===== config.mk =====
export PLATFORM = sky130hd
export DESIGN_NAME = multicycle_ctrl
export DESIGN_NICKNAME = d
export VERILOG_FILES = /design/src/rtl/multicycle_ctrl_pkg.sv /design/src/rtl/multicycle_ctrl_mem_wait_timer.sv /design/src/rtl/multicycle_ctrl.sv
export SDC_FILE = /design/constraint.sdc
export NUM_CORES = 1
export LEC_CHECK = 0
export BUFFER_PORTS_ARGS = -buffer_cell sky130_fd_sc_hd__buf_2
export CORE_UTILIZATION = 47
export DETAILED_ROUTE_END_ITERATION = 8
export PLACE_DENSITY = 0.74
export SLEW_MARGIN = 30
export SYNTH_ARGS = -nofsm -noshare
export SYNTH_HDL_FRONTEND = slang
export SYNTH_SLANG_ARGS = --single-unit

===== constraint.sdc =====
create_clock -name clk -period 1.6 [get_ports clk]
set_clock_uncertainty 0.15 [all_clocks]
set_input_delay 0.08 -clock clk [delete_from_list [all_inputs] [get_ports clk]]
set_output_delay 0.08 -clock clk [all_outputs]
set_load 0.05 [all_outputs]

===== src/rtl/multicycle_ctrl_pkg.sv =====
// Shared opcode and state encodings for the multicycle control sequencer.
package multicycle_ctrl_pkg;

    localparam logic [2:0] OP_ALU    = 3'b000;
    localparam logic [2:0] OP_LOAD   = 3'b001;
    localparam logic [2:0] OP_STORE  = 3'b010;
    localparam logic [2:0] OP_BRANCH = 3'b011;
    localparam logic [2:0] OP_HALT   = 3'b111;

    typedef enum logic [2:0] {
        S_RESET = 3'd0,
        S_IF    = 3'd1,
        S_ID    = 3'd2,
        S_EXE   = 3'd3,
        S_MEM   = 3'd4,
        S_WB    = 3'd5,
        S_HALT  = 3'd6
    } state_t;

    // States that hold a request on the shared memory port until mem_ready.
    function automatic logic isWaitState(input state_t s);
        return (s == S_IF) || (s == S_MEM);
    endfunction

endpackage


===== src/rtl/multicycle_ctrl_mem_wait_timer.sv =====
// Memory wait counter shared by fetch and data accesses; flags when the wait
// has reached MEM_TIMEOUT cycles.
module multicycle_ctrl_mem_wait_timer #(
    parameter int MEM_TIMEOUT = 15,
    parameter int TOW         = 8
) (
    input  logic clk,
    input  logic reset,
    input  logic clear,
    input  logic inc,
    output logic timeout
);

    logic [TOW-1:0] waitCnt_r;

    // Wait counter: clear has priority over increment.
    always_ff @(posedge clk) begin
        if (reset) begin
            waitCnt_r <= '0;
        end else if (clear) begin
            waitCnt_r <= '0;
        end else if (inc) begin
            waitCnt_r <= waitCnt_r + TOW'(1);
        end else begin
            waitCnt_r <= waitCnt_r;
        end
    end

    assign timeout = (waitCnt_r == TOW'(MEM_TIMEOUT));

endmodule


===== src/rtl/multicycle_ctrl.sv =====
// Multicycle datapath control sequencer (IF/ID/EXE/MEM/WB).
// Optional perf counters cyc_cnt/ret_cnt under `MULTICYCLE_CTRL_PERF_EN.
module multicycle_ctrl
    import multicycle_ctrl_pkg::*;
#(
    parameter int OPW         = 3,
    parameter int MEM_TIMEOUT = 15,
    parameter int TOW         = 8
) (
    input  logic           clk,
    input  logic           reset,
    input  logic           enable,
    input  logic [OPW-1:0] opcode,
    input  logic           branch_taken,
    input  logic           mem_ready,
    output logic           stateIF,
    output logic           stateID,
    output logic           stateEXE,
    output logic           stateMEM,
    output logic           stateWB,
    output logic           mem_rd,
    output logic           mem_wr,
    output logic           ir_we,
    output logic           pc_we,
    output logic           reg_we,
    output logic           instr_done,
    output logic           illegal,
    output logic           halted,
    output logic           fault
`ifdef MULTICYCLE_CTRL_PERF_EN
    ,
    output logic [31:0]    cyc_cnt,
    output logic [31:0]    ret_cnt
`endif
);

    state_t         state_r;
    state_t         nextState_s;
    logic [OPW-1:0] opQ_r;
    logic           fault_r;
    logic           waiting_s;
    logic           timeout_s;
    logic           opLegal_s;

    assign waiting_s = enable && isWaitState(state_r);
    assign opLegal_s = (opcode == OPW'(OP_ALU))    || (opcode == OPW'(OP_LOAD))   ||
                       (opcode == OPW'(OP_STORE))  || (opcode == OPW'(OP_BRANCH)) ||
                       (opcode == OPW'(OP_HALT));

    multicycle_ctrl_mem_wait_timer #(
        .MEM_TIMEOUT(MEM_TIMEOUT),
        .TOW        (TOW)
    ) memWaitTimer (
        .clk    (clk),
        .reset  (reset),
        .clear  (waiting_s && (mem_ready || timeout_s)),
        .inc    (waiting_s && !mem_ready && !timeout_s),
        .timeout(timeout_s)
    );

    // State, latched opcode and sticky fault flag.
    always_ff @(posedge clk) begin
        if (reset) begin
            state_r <= S_RESET;
            opQ_r   <= '0;
            fault_r <= 1'b0;
        end else begin
            state_r <= nextState_s;
            opQ_r   <= (enable && state_r == S_ID) ? opcode : opQ_r;
            fault_r <= fault_r || (waiting_s && !mem_ready && timeout_s);
        end
    end

    // Next-state decode; a ready response beats a simultaneous timeout.
    always_comb begin
        nextState_s = state_r;
        if (enable) begin
            case (state_r)
                S_RESET: nextState_s = S_IF;
                S_IF: begin
                    if (mem_ready)      nextState_s = S_ID;
                    else if (timeout_s) nextState_s = S_HALT;
                    else                nextState_s = S_IF;
                end
                S_ID: begin
                    if (opcode == OPW'(OP_HALT)) nextState_s = S_HALT;
                    else if (!opLegal_s)         nextState_s = S_IF;
                    else                         nextState_s = S_EXE;
                end
                S_EXE: begin
                    if (opQ_r == OPW'(OP_ALU))                                   nextState_s = S_WB;
                    else if (opQ_r == OPW'(OP_LOAD) || opQ_r == OPW'(OP_STORE)) nextState_s = S_MEM;
                    else                                                         nextState_s = S_IF;
                end
                S_MEM: begin
                    if (mem_ready)      nextState_s = (opQ_r == OPW'(OP_LOAD)) ? S_WB : S_IF;
                    else if (timeout_s) nextState_s = S_HALT;
                    else                nextState_s = S_MEM;
                end
                S_WB:    nextState_s = S_IF;
                S_HALT:  nextState_s = S_HALT;
                default: nextState_s = S_RESET;
            endcase
        end else begin
            nextState_s = state_r;
        end
    end

    // Moore strobes and requests, plus enable-gated write/retire pulses.
    always_comb begin
        stateIF    = (state_r == S_IF);
        stateID    = (state_r == S_ID);
        stateEXE   = (state_r == S_EXE);
        stateMEM   = (state_r == S_MEM);
        stateWB    = (state_r == S_WB);
        mem_rd     = (state_r == S_IF) || (state_r == S_MEM && opQ_r == OPW'(OP_LOAD));
        mem_wr     = (state_r == S_MEM) && (opQ_r == OPW'(OP_STORE));
        halted     = (state_r == S_HALT);
        fault      = fault_r;
        ir_we      = 1'b0;
        pc_we      = 1'b0;
        reg_we     = 1'b0;
        instr_done = 1'b0;
        illegal    = 1'b0;
        if (enable) begin
            case (state_r)
                S_IF: begin
                    ir_we = mem_ready;
                    pc_we = mem_ready;
                end
                S_ID: begin
                    illegal    = !opLegal_s;
                    instr_done = !opLegal_s;
                end
                S_EXE: begin
                    pc_we      = (opQ_r == OPW'(OP_BRANCH)) && branch_taken;
                    instr_done = (opQ_r == OPW'(OP_BRANCH));
                end
                S_MEM: instr_done = mem_ready && (opQ_r == OPW'(OP_STORE));
                S_WB: begin
                    reg_we     = 1'b1;
                    instr_done = 1'b1;
                end
                default: begin
                    ir_we      = 1'b0;
                    pc_we      = 1'b0;
                end
            endcase
        end else begin
            ir_we      = 1'b0;
            pc_we      = 1'b0;
        end
    end

`ifdef MULTICYCLE_CTRL_PERF_EN
    // Cycle and retire counters; wrap naturally at 2^32.
    always_ff @(posedge clk) begin
        if (reset) begin
            cyc_cnt <= 32'd0;
            ret_cnt <= 32'd0;
        end else begin
            cyc_cnt <= (enable && state_r != S_RESET && state_r != S_HALT) ? cyc_cnt + 32'd1 : cyc_cnt;
            ret_cnt <= instr_done ? ret_cnt + 32'd1 : ret_cnt;
        end
    end
`endif

endmodule


Word-level counts from Yosys, hierarchy flattened
Cells that the tools add are included.
{"block": "totals", "output_inout_bits": 14, "inputBits": 8, "ramBits": 0, "mem_count": 0, "elab_cells": 66, "latchBits": 0, "register_bits": 15, "rom_bits": 0}
{"block": "op_classes", "div": 0, "muxes": 20, "addsub": 1, "n_bitwise": 0, "n_mul": 0, "n_reduce_logical": 27, "magnitude_cmp": 0, "n_eq_ne": 14, "n_shift": 0}
{"op": "2-to-1 mux 3 bit", "count": 7}
{"op": "equality test 3 x 2 -> 1 bit (second input constant)", "count": 6}
{"op": "case mux 3 bit (6 select lines)", "count": 1}
{"op": "equality test 3 bit (second input constant)", "count": 4}
{"op": "logical AND 1 bit", "count": 10}
{"op": "equality test 3 x 1 -> 1 bit (second input constant)", "count": 3}
{"op": "logical NOT 3 bit", "count": 3}
{"op": "logical OR 1 bit", "count": 9}
{"op": "adder 8 x 1 -> 8 bit (second input constant)", "count": 1}
{"op": "equality test 8 x 4 -> 1 bit (second input constant)", "count": 1}
{"op": "2-to-1 mux 1 bit", "count": 8}
{"op": "2-to-1 mux 2 bit", "count": 2}
{"op": "case mux 1 bit (4 select lines)", "count": 1}
{"op": "OR reduction 2 bit", "count": 2}
{"op": "logical NOT 1 bit", "count": 3}
{"op": "case mux 1 bit (2 select lines)", "count": 1}

Logic depth before layout (Yosys ltp)
{"block": "logic_depth", "word_depth": 8, "depth_mapped": 5}

Hierarchy
From an unflattened synthesis, not the netlist that was laid out.
{"block": "hier_totals", "hier_cells": 125, "area_unflattened_um2": 1023.5}
{"mod": "multicycle_ctrl", "instances": 1, "area_per_inst_um2": 665.6, "cells_each": 85, "seq_area_each_um2": 140.1}
{"mod": "multicycle_ctrl_mem_wait_timer", "instances": 1, "area_per_inst_um2": 357.8, "cells_each": 40, "seq_area_each_um2": 160.2}

Worst setup path after synthesis
Ideal clock, no wire load.
{"block": "synth_path", "path_kind": "register to output", "from": "register state_r[2]", "to": "output port mem_wr", "arrival_ns": 1.894, "n_path_buf": 1, "setup_slack_ns": -0.524, "stages_incl_launch_ff": 5, "cell_sequence": "dfxtp_1 > clkbuf_1 > nand2b_1 > nor2_1 > and2_1"}
{"block": "synth_via", "elab_chain_cells": 2}
{"item": "start: declaration", "line_no": "multicycle_ctrl.sv:37", "source": "state_t state_r;"}
{"item": "start signal: assignment", "line_no": "multicycle_ctrl.sv:68", "source": "state_r <= nextState_s;"}
{"item": "equality test 3 bit"}
{"item": "net stateMEM", "line_no": "multicycle_ctrl.sv:19", "source": "output logic stateMEM,"}
{"item": "logical AND 1 bit", "line_no": "multicycle_ctrl.sv:117", "source": "mem_wr = (state_r == S_MEM) && (opQ_r == OPW'(OP_STORE));"}
{"item": "end: declaration", "line_no": "multicycle_ctrl.sv:22", "source": "output logic mem_wr,"}
The timed path passes the listed nets, and every way through them passes these cells.

Final worst setup path
{"block": "layout_path", "from": "register state_r[2]", "to": "output port illegal"}
{"block": "layout_via", "elab_chain_cells": 3}
{"item": "equality test 3 x 2 -> 1 bit", "line_no": "multicycle_ctrl.sv:126", "source": "case (state_r)"}
{"item": "2-to-1 mux 1 bit", "line_no": "multicycle_ctrl.sv:126"}
{"item": "2-to-1 mux 1 bit", "line_no": "multicycle_ctrl.sv:125", "source": "if (enable) begin"}
{"item": "end: declaration", "line_no": "multicycle_ctrl.sv:27", "source": "output logic illegal,"}
Every way passes these cells.

==> impl_metrics.prom <==
# TYPE chip_impl_metric gauge
chip_impl_metric{name="pwr-share-clk",unit="%"} 27.2
chip_impl_info{name="synth-main-ff-cell",value="sky130_fd_sc_hd__dfxtp_1"} 1
chip_impl_metric{name="grt_first_pass_wirelength",unit="mm"} 5.22
chip_impl_metric{name="clk_transition_reported_paths",unit="ps"} 100
chip_impl_info{name="r2r_start",value="memWaitTimer.waitCnt_r[0]"} 1
chip_impl_metric{name="syn_area_per_cell",unit="sq um"} 7.29
chip_impl_metric{name="grt_max_degree",unit=""} 15
chip_impl_metric{name="grt_pass1_vias",unit=""} 1150
chip_impl_metric{name="netlist-cell-type-count",unit=""} 37
chip_impl_metric{name="insertedDiodeCount",unit=""} 0
chip_impl_metric{name="area_occupied_by_multi_input_gates",unit="sq um"} 837
chip_impl_metric{name="final_area",unit="sq um"} 1700
chip_impl_metric{name="cp_data_arrival_time",unit="ps"} 1540
chip_impl_metric{name="max_freq",unit="GHz"} 0.566
chip_impl_metric{name="synth_top_cell_area_share",unit="%"} 30.1
chip_impl_info{name="path_common_cell",value="sky130_fd_sc_hd__buf_6"} 1
chip_impl_metric{name="synth_fp_nets",unit=""} 146
chip_impl_metric{name="detail_route.first_pass.iterations",unit=""} 4
chip_impl_metric{name="power.share.combinational",unit="%"} 27.7
chip_impl_metric{name="storage_element_area",unit="sq um"} 329
chip_impl_metric{name="hpwl_dp",unit="mm"} 2.18
chip_impl_metric{name="power_report.internal_total",unit="W"} 0.000559
chip_impl_info{name="endpoint_kind",value="output port"} 1
chip_impl_metric{name="synth-warning-count",unit=""} 0
chip_impl_metric{name="dieArea",unit="sq um"} 2310
chip_impl_metric{name="maxSlewHeadroom",unit="%"} 73.6
chip_impl_metric{name="fp.dieW",unit="um"} 48.1
chip_impl_metric{name="inserted_clock_buffers",unit=""} 3
chip_impl_metric{name="detailroute.via_count",unit=""} 1350
chip_impl_metric{name="power",unit="W"} 0.000838
chip_impl_info{name="run_status",value="finished, violations left"} 1
chip_impl_metric{name="flow.area_growth_from_synthesis",unit="%"} 70.3
chip_impl_info{name="rsz_0062_raised_after_global_routing",value="true"} 1
chip_impl_metric{name="core_area",unit="sq um"} 1980
chip_impl_metric{name="grt_util_all_layers",unit="%"} 33.3
chip_impl_metric{name="timing.critical_path.slowest_cell_delay",unit="ps"} 340
chip_impl_metric{name="synth_cells",unit=""} 137
chip_impl_metric{name="final.period_utilization",unit="%"} 110
chip_impl_metric{name="hold_viol_final",unit=""} 0
chip_impl_info{name="critical_path.startpoint_type",value="flop"} 1
chip_impl_info{name="hold_path_class",value="primary input to flop"} 1
chip_impl_metric{name="post_drt_via_cell_ratio",unit=""} 6.22
chip_impl_metric{name="portBuffers",unit=""} 21
chip_impl_metric{name="synth_async_sr_flop_share",unit="%"} 0
chip_impl_metric{name="crit_buf_inv",unit=""} 2
chip_impl_info{name="setup.worst_path.class",value="flop to output port"} 1
chip_impl_metric{name="number_of_antenna_violations_at_the_first_check_in_global_routing",unit=""} 0
chip_impl_metric{name="synth_enable_flop_cells",unit=""} 0
chip_impl_info{name="cts_tree",value="yes"} 1
chip_impl_metric{name="synth-seq-cells",unit=""} 15
chip_impl_metric{name="post_drt_wl_per_cell",unit="um"} 18.1
chip_impl_metric{name="route.final.wire_length",unit="mm"} 3.94
chip_impl_metric{name="share_seq_of_total_power",unit="%"} 45.2
chip_impl_info{name="min_from",value="mem_ready"} 1
chip_impl_metric{name="gp_congestion",unit=""} 0.874
chip_impl_metric{name="boundaryPins",unit=""} 22
chip_impl_metric{name="timing.max_cap.violations",unit=""} 0
chip_impl_metric{name="power.density_cell_area",unit="nW/um^2"} 493
chip_impl_metric{name="globalRouteOverflowTotal",unit=""} 0
chip_impl_metric{name="final_nets",unit=""} 200
chip_impl_metric{name="die_outline_height",unit="um"} 48.1
chip_impl_metric{name="drt_iter0_markers",unit=""} 74
chip_impl_metric{name="slew_violations",unit=""} 0
chip_impl_info{name="ys_top_cells_by_area",value="sky130_fd_sc_hd__dfxtp_1 (30%), sky130_fd_sc_hd__nor2_1 (6.4%), sky130_fd_sc_hd__a31oi_1 (5.6%), sky130_fd_sc_hd__a21oi_1 (4.5%), sky130_fd_sc_hd__nand3_1 (4.5%)"} 1
chip_impl_metric{name="vdd_ir_drop_max",unit="mV"} 0.490
chip_impl_metric{name="cts_max_path_buffers",unit=""} 2
chip_impl_info{name="synth_area_leader_cell",value="sky130_fd_sc_hd__dfxtp_1"} 1
chip_impl_metric{name="drtAntennaViolNets",unit=""} 0
chip_impl_metric{name="required",unit="ps"} 1370
chip_impl_metric{name="layout-drive-gt1-share",unit="%"} 51.6
chip_impl_metric{name="place.detailed.instances",unit=""} 200
chip_impl_metric{name="report.final.setup_viol",unit=""} 11
chip_impl_metric{name="switching_power",unit="W"} 0.000279
chip_impl_metric{name="cell_area_after_synthesis",unit="sq um"} 998
chip_impl_metric{name="placement_rows",unit=""} 16
chip_impl_metric{name="time_the_worst_path_needs_with_i_o_delays_and_setup",unit="ps"} 1770
chip_impl_metric{name="fillCellCount",unit=""} 103
chip_impl_metric{name="crit_path_max_fanout",unit=""} 5
chip_impl_metric{name="initial_core_utilization",unit="%"} 50.4
chip_impl_metric{name="cts.sink_count",unit=""} 15
chip_impl_metric{name="setup_slack",unit="ps"} -168
chip_impl_info{name="violations_in_the_final_reports",value="negative setup slack"} 1
chip_impl_metric{name="tightestPinTransition",unit="ps"} 395
chip_impl_metric{name="cts.htree.levels",unit=""} 1
chip_impl_info{name="critical-path-top-delay-family",value="simple AND/OR/NAND/NOR gates"} 1
chip_impl_info{name="critical_path.slowest_cell",value="sky130_fd_sc_hd__dfxtp_2"} 1
chip_impl_metric{name="post_placement_cell_area",unit="sq um"} 1320
chip_impl_metric{name="dp_slack",unit="ps"} -69.0
chip_impl_info{name="crit_path_start",value="state_r[2]"} 1
chip_impl_metric{name="clk_latency",unit="ps"} 300
chip_impl_metric{name="remaining_drc_errors",unit=""} 0
chip_impl_info{name="crit_chain",value="buf_6 > nand2b_4 > nor3b_4 > and3_1 > buf_6"} 1
chip_impl_info{name="clock-root-buffer",value="sky130_fd_sc_hd__clkbuf_4"} 1
chip_impl_metric{name="pleak",unit="nW"} 0.649
chip_impl_metric{name="sequential_to_total_area_share_from_yosys_stat",unit="%"} 30.1
chip_impl_metric{name="instances_no_fill",unit=""} 217
chip_impl_metric{name="worst_hold_slack_after_final_layout",unit="ps"} 115
chip_impl_metric{name="power.share.switching",unit="%"} 33.3
stage by stage:
| step | TNS, ps | utilization, % |
|---|---|---|
| 4_1_cts | -183 | 81.1 |
| 5_1_grt | -1330 | 85.8 |
| 2_1_floorplan | -215 | - |
| 3_3_place_gp | -14.2 | 66.7 |
| 3_5_place_dp | -236 | 66.7 |
| 6_report | -609 | 85.8 |
placed cells by master (no fill, tap or decap), drive strengths merged, types with 3 or more instances in the layout:
cell type / Yosys / routed
clkbuf: 5 / 5
dfxtp: 15 / 15
or4: 3 / 3
dlygate4sd3: 0 / 5
a31oi: 9 / 9
nand2: 12 / 12
nand4b: 4 / 4
nand2b: 5 / 5
nand3: 9 / 9
a21oi: 9 / 9
mux2i: 3 / 3
o21ai: 11 / 11
and2: 3 / 3
nor3b: 3 / 3
nor2: 17 / 17
buf: 2 / 49
power by group through the flow:
stage	sequential [W]	combinational, W	clock (W)
after CTS	0.000381	0.000208	0.000224
after floorplan	0.000394	0.000111	0
final	0.000379	0.000232	0.000228
after global routing	0.000379	0.000244	0.000237
after detailed placement	0.000394	0.000173	0
after global placement	0.000393	0.000170	0
worst register-to-register path, stage by stage (launching register included):
cell	delay (ps)
sky130_fd_sc_hd__dfxtp_4	380
sky130_fd_sc_hd__ha_4	140
sky130_fd_sc_hd__nand4b_1	210
sky130_fd_sc_hd__or4b_1	550
sky130_fd_sc_hd__a21oi_1	190
repair_timing:
action / in CTS / in global routing
hold buffers: 5 / 0
pin swaps: 12 / 5
setup endpoints to repair: 20 / 21
endpoints found under the hold margin: 10 / 0
gates resized for setup: 44 / 23
setup buffers: 8 / 2
metal layers:
metal,vias to the layer above,share of wire [%],GRT usage (%)
li1,615,-,-
met1,625,37,40.9
met2,93,52,58.1
met3,17,8.9,5.19
met4,0,2.8,13.3
met5,-,0,0
registers in the layout, indices dropped and copies added (netlist names):
register and count:
memWaitTimer.waitCnt_r 8, fault 1, state_r 3, opQ_r 3
cell type report:
| class | instances | area share (%) |
|---|---|---|
| Inverter | 2 | 0.442 |
| Timing Repair Buffer | 56 | 27.4 |
| Multi-Input combinational cell | 113 | 49.2 |
| Clock buffer | 3 | 1.32 |
| Clock inverter | 1 | 0.294 |
| Sequential cell | 15 | 19.4 |
| Tap cell | 27 | 1.99 |
cells by family after synthesis:
group / Yosys count / synth area share, %
xor+xnor: 1 / 0.877
simple gates: 71 / 38.8
compound gates: 37 / 22.3
buf+inv: 9 / 3.63
flops: 15 / 30.1
fa+ha+maj: 1 / 1.25
mux: 3 / 3.01
cell usage after synthesis, types with 2 or more instances:
cell type and number:
sky130_fd_sc_hd__nor2_1 17, sky130_fd_sc_hd__dfxtp_1 15, sky130_fd_sc_hd__nand2_1 12, sky130_fd_sc_hd__a21oi_1 9
sky130_fd_sc_hd__a31oi_1 9, sky130_fd_sc_hd__nand3_1 9, sky130_fd_sc_hd__o21ai_0 9, sky130_fd_sc_hd__clkbuf_1 5
sky130_fd_sc_hd__nand2b_1 5, sky130_fd_sc_hd__nand4b_1 4, sky130_fd_sc_hd__and2_1 3, sky130_fd_sc_hd__mux2i_1 3
sky130_fd_sc_hd__or4_1 3, sky130_fd_sc_hd__and3_1 2, sky130_fd_sc_hd__buf_2 2, sky130_fd_sc_hd__inv_1 2
sky130_fd_sc_hd__nand4_1 2, sky130_fd_sc_hd__nor2b_1 2, sky130_fd_sc_hd__nor3_1 2, sky130_fd_sc_hd__nor3b_1 2
sky130_fd_sc_hd__o211ai_1 2, sky130_fd_sc_hd__o21a_1 2, sky130_fd_sc_hd__or3_1 2
final timing paths:
check | endpoint | slack [ps] | depth (start not counted)
worst min-delay path | memWaitTimer.waitCnt_r[5] | 120 | 4
worst min register to register | fault | 350 | 2
worst max register to register | memWaitTimer.waitCnt_r[4] | -90 | 4
worst max-delay path | illegal | -170 | 5
Power figures use the tool's default switching activity.
